## src/rtl/sysbus16.sv

```systemverilog
`default_nettype none
// ============================================================================
// sysbus16 : memory-map decode, read-data steering, GPIO banks, ROM wait states
//            and an optional interval timer (enabled by SYSBUS16_TIMER_EN).
// Revision  : 1.0
// ============================================================================
module sysbus16 #(
    parameter int          RAM_AW   = 12,
    parameter int          ROM_AW   = 12,
    parameter logic [15:0] IO_BASE  = 16'h2000,
    parameter int          GPIO_CH  = 2,
    parameter int          ROM_WAIT = 0
) (
    input  logic                  clk,
    input  logic                  reset_n,
    input  logic [15:0]           cpu_addr,
    input  logic [15:0]           cpu_dout,
    input  logic                  cpu_we,
    output logic [15:0]           cpu_din,
    output logic                  hold,
    output logic                  ram_we,
    input  logic [15:0]           ram_dout,
    input  logic [15:0]           rom_dout,
    input  logic [16*GPIO_CH-1:0] gpio_in,
    output logic [16*GPIO_CH-1:0] gpio_out,
    output logic                  irq
);

    typedef enum logic [1:0] {ST_IDLE, ST_WAIT, ST_DONE} state_t;
    typedef enum logic [1:0] {SRC_NONE, SRC_RAM, SRC_ROM, SRC_IO} src_t;

    logic        ram_sel, rom_sel, io_sel, io_we;
    logic [15:0] io_off;

    always_comb begin
        io_off  = cpu_addr - IO_BASE;
        ram_sel = {16'd0, cpu_addr} < (32'd1 << RAM_AW);
        rom_sel = {16'd0, cpu_addr} >= (32'h0001_0000 - (32'd1 << ROM_AW));
        io_sel  = (io_off < 16'd32) && !ram_sel && !rom_sel;
    end

    // Wait-state FSM: hold spans exactly ROM_WAIT cycles, the detect cycle included.
    state_t      state_q, state_d;
    logic [3:0]  cnt_q, cnt_d;
    logic        hold_c;

    always_ff @(posedge clk) begin
        if (!reset_n) begin
            state_q <= ST_IDLE;
            cnt_q   <= '0;
        end else begin
            state_q <= state_d;
            cnt_q   <= cnt_d;
        end
    end

    always_comb begin
        state_d = state_q;
        cnt_d   = cnt_q;
        hold_c  = 1'b0;
        case (state_q)
            ST_IDLE: begin
                if (rom_sel && (ROM_WAIT > 0)) begin
                    hold_c  = 1'b1;
                    cnt_d   = 4'(ROM_WAIT - 1);
                    state_d = (ROM_WAIT == 1) ? ST_DONE : ST_WAIT;
                end
            end
            ST_WAIT: begin
                hold_c = 1'b1;
                if (cnt_q <= 4'd1) state_d = ST_DONE;
                else               cnt_d   = cnt_q - 4'd1;
            end
            ST_DONE: state_d = ST_IDLE;
            default: state_d = ST_IDLE;
        endcase
    end

    assign hold   = hold_c & reset_n;
    assign ram_we = cpu_we & ram_sel & ~hold;
    assign io_we  = cpu_we & io_sel & ~hold;

    // GPIO banks and input synchronisers
    logic [16*GPIO_CH-1:0] gpio_q, gpio_d, sync1_q, sync2_q;

    always_comb begin
        gpio_d = gpio_q;
        for (int k = 0; k < GPIO_CH; k++) begin
            if (io_we && (io_off[4:0] == 5'(2*k + 1))) gpio_d[16*k +: 16] = cpu_dout;
        end
    end

    always_ff @(posedge clk) begin
        if (!reset_n) begin
            gpio_q  <= '0;
            sync1_q <= '0;
            sync2_q <= '0;
        end else begin
            gpio_q  <= gpio_d;
            sync1_q <= gpio_in;
            sync2_q <= sync1_q;
        end
    end

    assign gpio_out = gpio_q;

`ifdef SYSBUS16_TIMER_EN
    logic [15:0] tcnt_q, tper_q;
    logic        ten_q, tie_q, tflag_q, t_expire;

    assign t_expire = ten_q && (tcnt_q == 16'd0);

    // Later assignments take priority: a count write beats reload, expiry beats clear.
    always_ff @(posedge clk) begin
        if (!reset_n) begin
            tcnt_q  <= '0;
            tper_q  <= '0;
            ten_q   <= 1'b0;
            tie_q   <= 1'b0;
            tflag_q <= 1'b0;
        end else begin
            if (t_expire)   tcnt_q <= tper_q;
            else if (ten_q) tcnt_q <= tcnt_q - 16'd1;
            if (io_we && io_off[4:0] == 5'h10) tcnt_q <= cpu_dout;
            if (io_we && io_off[4:0] == 5'h11) tper_q <= cpu_dout;
            if (io_we && io_off[4:0] == 5'h12) begin
                ten_q <= cpu_dout[0];
                tie_q <= cpu_dout[1];
                if (cpu_dout[15]) tflag_q <= 1'b0;
            end
            if (t_expire) tflag_q <= 1'b1;
        end
    end

    assign irq = tflag_q & tie_q;
`else
    assign irq = 1'b0;
`endif

    // Read-select and captured IO data advance together whenever hold is low
    src_t        src_q, src_d;
    logic [15:0] io_rd_q, io_rd_d;

    always_comb begin
        src_d = SRC_NONE;
        if (ram_sel)      src_d = SRC_RAM;
        else if (rom_sel) src_d = SRC_ROM;
        else if (io_sel)  src_d = SRC_IO;

        io_rd_d = '0;
        for (int k = 0; k < GPIO_CH; k++) begin
            if (!io_off[4] && (io_off[3:1] == 3'(k)))
                io_rd_d = io_off[0] ? gpio_q[16*k +: 16] : sync2_q[16*k +: 16];
        end
`ifdef SYSBUS16_TIMER_EN
        if (io_off[4:0] == 5'h10) io_rd_d = tcnt_q;
        if (io_off[4:0] == 5'h11) io_rd_d = tper_q;
        if (io_off[4:0] == 5'h12) io_rd_d = {tflag_q, 13'd0, tie_q, ten_q};
`endif
    end

    always_ff @(posedge clk) begin
        if (!reset_n) begin
            src_q   <= SRC_NONE;
            io_rd_q <= '0;
        end else if (!hold) begin
            src_q   <= src_d;
            io_rd_q <= io_rd_d;
        end
    end

    always_comb begin
        cpu_din = '0;
        case (src_q)
            SRC_RAM: cpu_din = ram_dout;
            SRC_ROM: cpu_din = rom_dout;
            SRC_IO:  cpu_din = io_rd_q;
            default: cpu_din = '0;
        endcase
    end

endmodule
`default_nettype wire

```

## config.mk

```make
export PLATFORM = sky130hd
export DESIGN_NAME = sysbus16
export DESIGN_NICKNAME = d
export VERILOG_FILES = /design/src/rtl/sysbus16.sv
export SDC_FILE = /design/constraint.sdc
export NUM_CORES = 1
export LEC_CHECK = 0
export ABC_CLOCK_PERIOD_IN_PS = 1800
export BUFFER_PORTS_ARGS = -buffer_cell sky130_fd_sc_hd__buf_2
export CAP_MARGIN = 15
export CORE_ASPECT_RATIO = 2
export CORE_UTILIZATION = 50
export DETAILED_ROUTE_END_ITERATION = 12
export PLACE_DENSITY = 0.8
export SETUP_SLACK_MARGIN = 0.05
export SLEW_MARGIN = 40
export SYNTH_ARGS = -nofsm -noshare
export SYNTH_HDL_FRONTEND = slang
export SYNTH_SLANG_ARGS = --single-unit
```

## constraint.sdc

```tcl
create_clock -name clk -period 1.8 [get_ports clk]
set_input_delay 0.09 -clock clk [delete_from_list [all_inputs] [get_ports clk]]
set_output_delay 0.09 -clock clk [all_outputs]
set_load 0.01 [all_outputs]
```

==> results.yml <==
logic_synthesis:
  syn_inst: 407
  ys_seq_area_share_pct: 52.37
  netlist_area_um2: 4358
  ys_seq_elements: 114
  synth.distinct_cells: 27
  synth_warnings: 0
  avgSynthCellArea_um2: 10.71
grt:
  antenna_found_initial: 0
  grt_max_degree: 63
  grt_use_total_pct: 22.80
  grt_pass1_wl_mm: 15.40
  grt_pass1_vias: 3596
  gr-total-overflow: 0
clock_tree:
  postCtsSetupRepairBufs: 0
  cts_tree: "done"
  clockBufferDepth: 2
  clockRootBuffer: "clkbuf_16"
  h-tree-depth: 4
  cts_buffers: 17
  numClockSinks: 114
  clock_latency_ns: 0.41
  path_clk_slew_ns: 0.05
drt:
  vias_per_cell: 5.001
  vias: 3581
  dr.pass1.iters: 4
  drt_iter0_drc: 115
  wire_per_inst_um: 14.12
  ant_nets: 0
  wl_mm: 10.11
  drt_drc_violations_left: 0
placed_design:
  portBuffers: 147
  routabilityCongestion: 0.9103
  detailedPlacementHpwl_mm: 6.688
  place_area_um2: 5202
sta:
  fmax_mhz: 585.6
  finalSetupViolations: 0
  rsz0062_at_grt: "false"
  timing.hold.ws_ns: 0.02678
  tns_ns: 0
  finClkSkew_ns: 0.01362
  maxSlewViolCount: 0
  post-route-min-period_ns: 1.708
  hold_violations: 0
  finalCritPeriodShare_pct: 94.87
critical_path:
  arrival_ns: 1.62
  crit_start: "src_q[1]"
  endpoint_kind: "output pin"
  reg2reg_slack_ns: 0.87
  worstPathCellList: "clkbuf_16 > mux2_2 > a22o_1 > buf_2"
  cpMaxStageDelayCell: "dfxtp_2"
  rr_startpoint: "gpio_out[0]"
  cp.buffers_inverters: 2
  required_ns: 1.71
  critPathMaxStageDelay_ns: 0.38
  crit_type: "flop to output pin"
  crit_path_max_fanout: 8
  cp-start-kind: "flop"
  rr_worst_depth: 3
  cp_top_family: "flip-flops"
  r2r_end: "io_rd_q[0]"
flow_run:
  maxCapViolations: 0
min_path:
  hp-class: "input port to flop"
  hold-path-cell-count: 3
  hold_end: "gpio_out[11]"
  min_from: "cpu_dout[11]"
pwr:
  p_sw_w: 0.001249
  comb_power_share_pct: 6.9
  clkPwrFrac_pct: 49.8
  power_frac_seq_pct: 43.3
  leakagePower_nw: 2.858
  ir_drop_mv: 0.9514
  power_density_nw_per_um2: 962.9
  p_sw_share_pct: 20.65
  p_int_w: 0.004799
final_layout:
  seq_area_um2: 2283
  multiInputGateArea_um2: 1908
  stdcell_area_um2: 6281
  finalNetCount: 705
  insertedDiodeCount: 0
  num-fill-cells: 584
  drive_above_1_share_pct: 34.30
  syn_to_final_growth_pct: 44.13
outcome:
  status: "finished clean"
floorplan:
  dieHeight_um: 134.0
  die_w_um: 68.02
  start_util_pct: 52.19
  die_area_um2: 9116
  rows: 47
  core_um2: 8351
  io_pins: 150
[repair_timing]
action	CTS	global route
resized for setup	0	4
hold endpoints to repair	59	0
endpoints found under the setup margin	0	16
hold buffers	49	0
[cell families after synthesis]
| family | synth area share (%) |
|---|---|
| DFF | 52.37 |
| adders and majority gates | 0.2871 |
| xor gates and xnor gates | 0.2010 |
| other | 0.08605 |
| buffers and inverters | 3.933 |
| muxes | 18.83 |
| and+or+nand+nor | 18.43 |
| AOI/OAI and AO/OA | 5.857 |
[power groups by stage]
stage                     Clock [W]  Combinational (W)  Sequential (W)
after CTS                   0.00304           0.000414         0.00261
after global placement            0           0.000324         0.00266
after detailed placement          0           0.000333         0.00266
final                       0.00301           0.000420         0.00262
after floorplan                   0           0.000187         0.00266
after global routing        0.00319           0.000460         0.00262
[per-layer routing]
layer | up-vias | share of wire [%] | global-route usage (%)
met1 | 1630 | 35 | 20.80
met2 | 153 | 55 | 40.74
li1 | 1762 | - | -
met4 | 0 | 4.1 | 14.12
met3 | 36 | 5.6 | 7.398
met5 | - | 0 | 0
[flip-flops by register name (all words and copies together), names as in the netlist]
| name | flops |
|---|---|
| io_rd_q | 16 |
| sync2_q | 32 |
| gpio_out | 32 |
| sync1_q | 32 |
| src_q | 2 |
[area by class of cell]
class	count	share of cell area, %
timing repair buffer	209	22.39
clock inverter	10	1.355
clock buffer	22	7.390
multi-input combinational	260	30.38
tap	98	1.952
inverter	3	0.1793
sequential	114	36.35
[through the flow]
step,worst slack [ns],instances,power [W],utilization (%)
after global routing,0.03501,716,0.006273,75.22
after detailed placement,0.1370,634,0.002997,62.30
after floorplan,0.2291,408,0.002844,-
after global placement,0.2683,634,0.002986,62.30
after CTS,0.06055,715,0.006070,74.75
final,0.09229,716,0.006048,75.22
[Yosys cell counts, drive strengths merged]
master,count,area share (%)
nor2b,2,0.29
nand4,2,0.43
conb,1,0.086
o22ai,16,2.3
nor2,1,0.086
clkbuf,23,2.0
a22o,16,3.2
mux2i,64,15
buf,8,1.7
mux2,16,4.1
nand2b,1,0.14
a21boi,2,0.34
xnor2,1,0.20
ha,1,0.29
dfxtp,114,52
and2,80,11
nor4,1,0.29
inv,3,0.26
or4,1,0.20
nor3,3,0.86
nor4b,1,0.34
nand2,50,4.3
[how the worst max path moves through the flow]
stage,endpoint,slack [ns],cells past startpoint
4_1_cts,cpu_din[3],0.06,4
3_3_place_gp,gpio_out[15],0.27,8
2_1_floorplan,cpu_din[10],0.23,4
5_1_grt,cpu_din[14],0.04,5
3_5_place_dp,gpio_out[3],0.14,8
6_report,cpu_din[14],0.09,4
[placed cells by master (no fill, tap or decap)]
master	n
mux2i_1	64
buf_2	146
clkinvlp_4	4
clkbuf_8	2
dfxtp_2	1
or4_2	1
clkbuf_16	18
dlygate4sd3_1	49
a21boi_0	2
nand2b_1	1
nor4b_2	1
dfxtp_1	113
nand2_1	50
nor4_2	1
nor2_1	1
nor3_1	1
buf_4	8
ha_1	1
xnor2_1	1
conb_1	2
and2_1	80
mux2_2	16
clkbuf_1	3
clkinv_2	5
o22ai_1	16
a22o_1	16
bufinv_16	1
nand4_1	1
inv_1	3
buf_12	5
nor3_4	2
nor2b_1	2
nand4_2	1
[worst reg2reg max path, stage by stage (launching register included)]
cell and delay [ns]:
dfxtp_1 0.33, mux2i_1 0.18, o22ai_1 0.13, and2_1 0.18
Note: power is estimated with default switching activity, not from simulation.
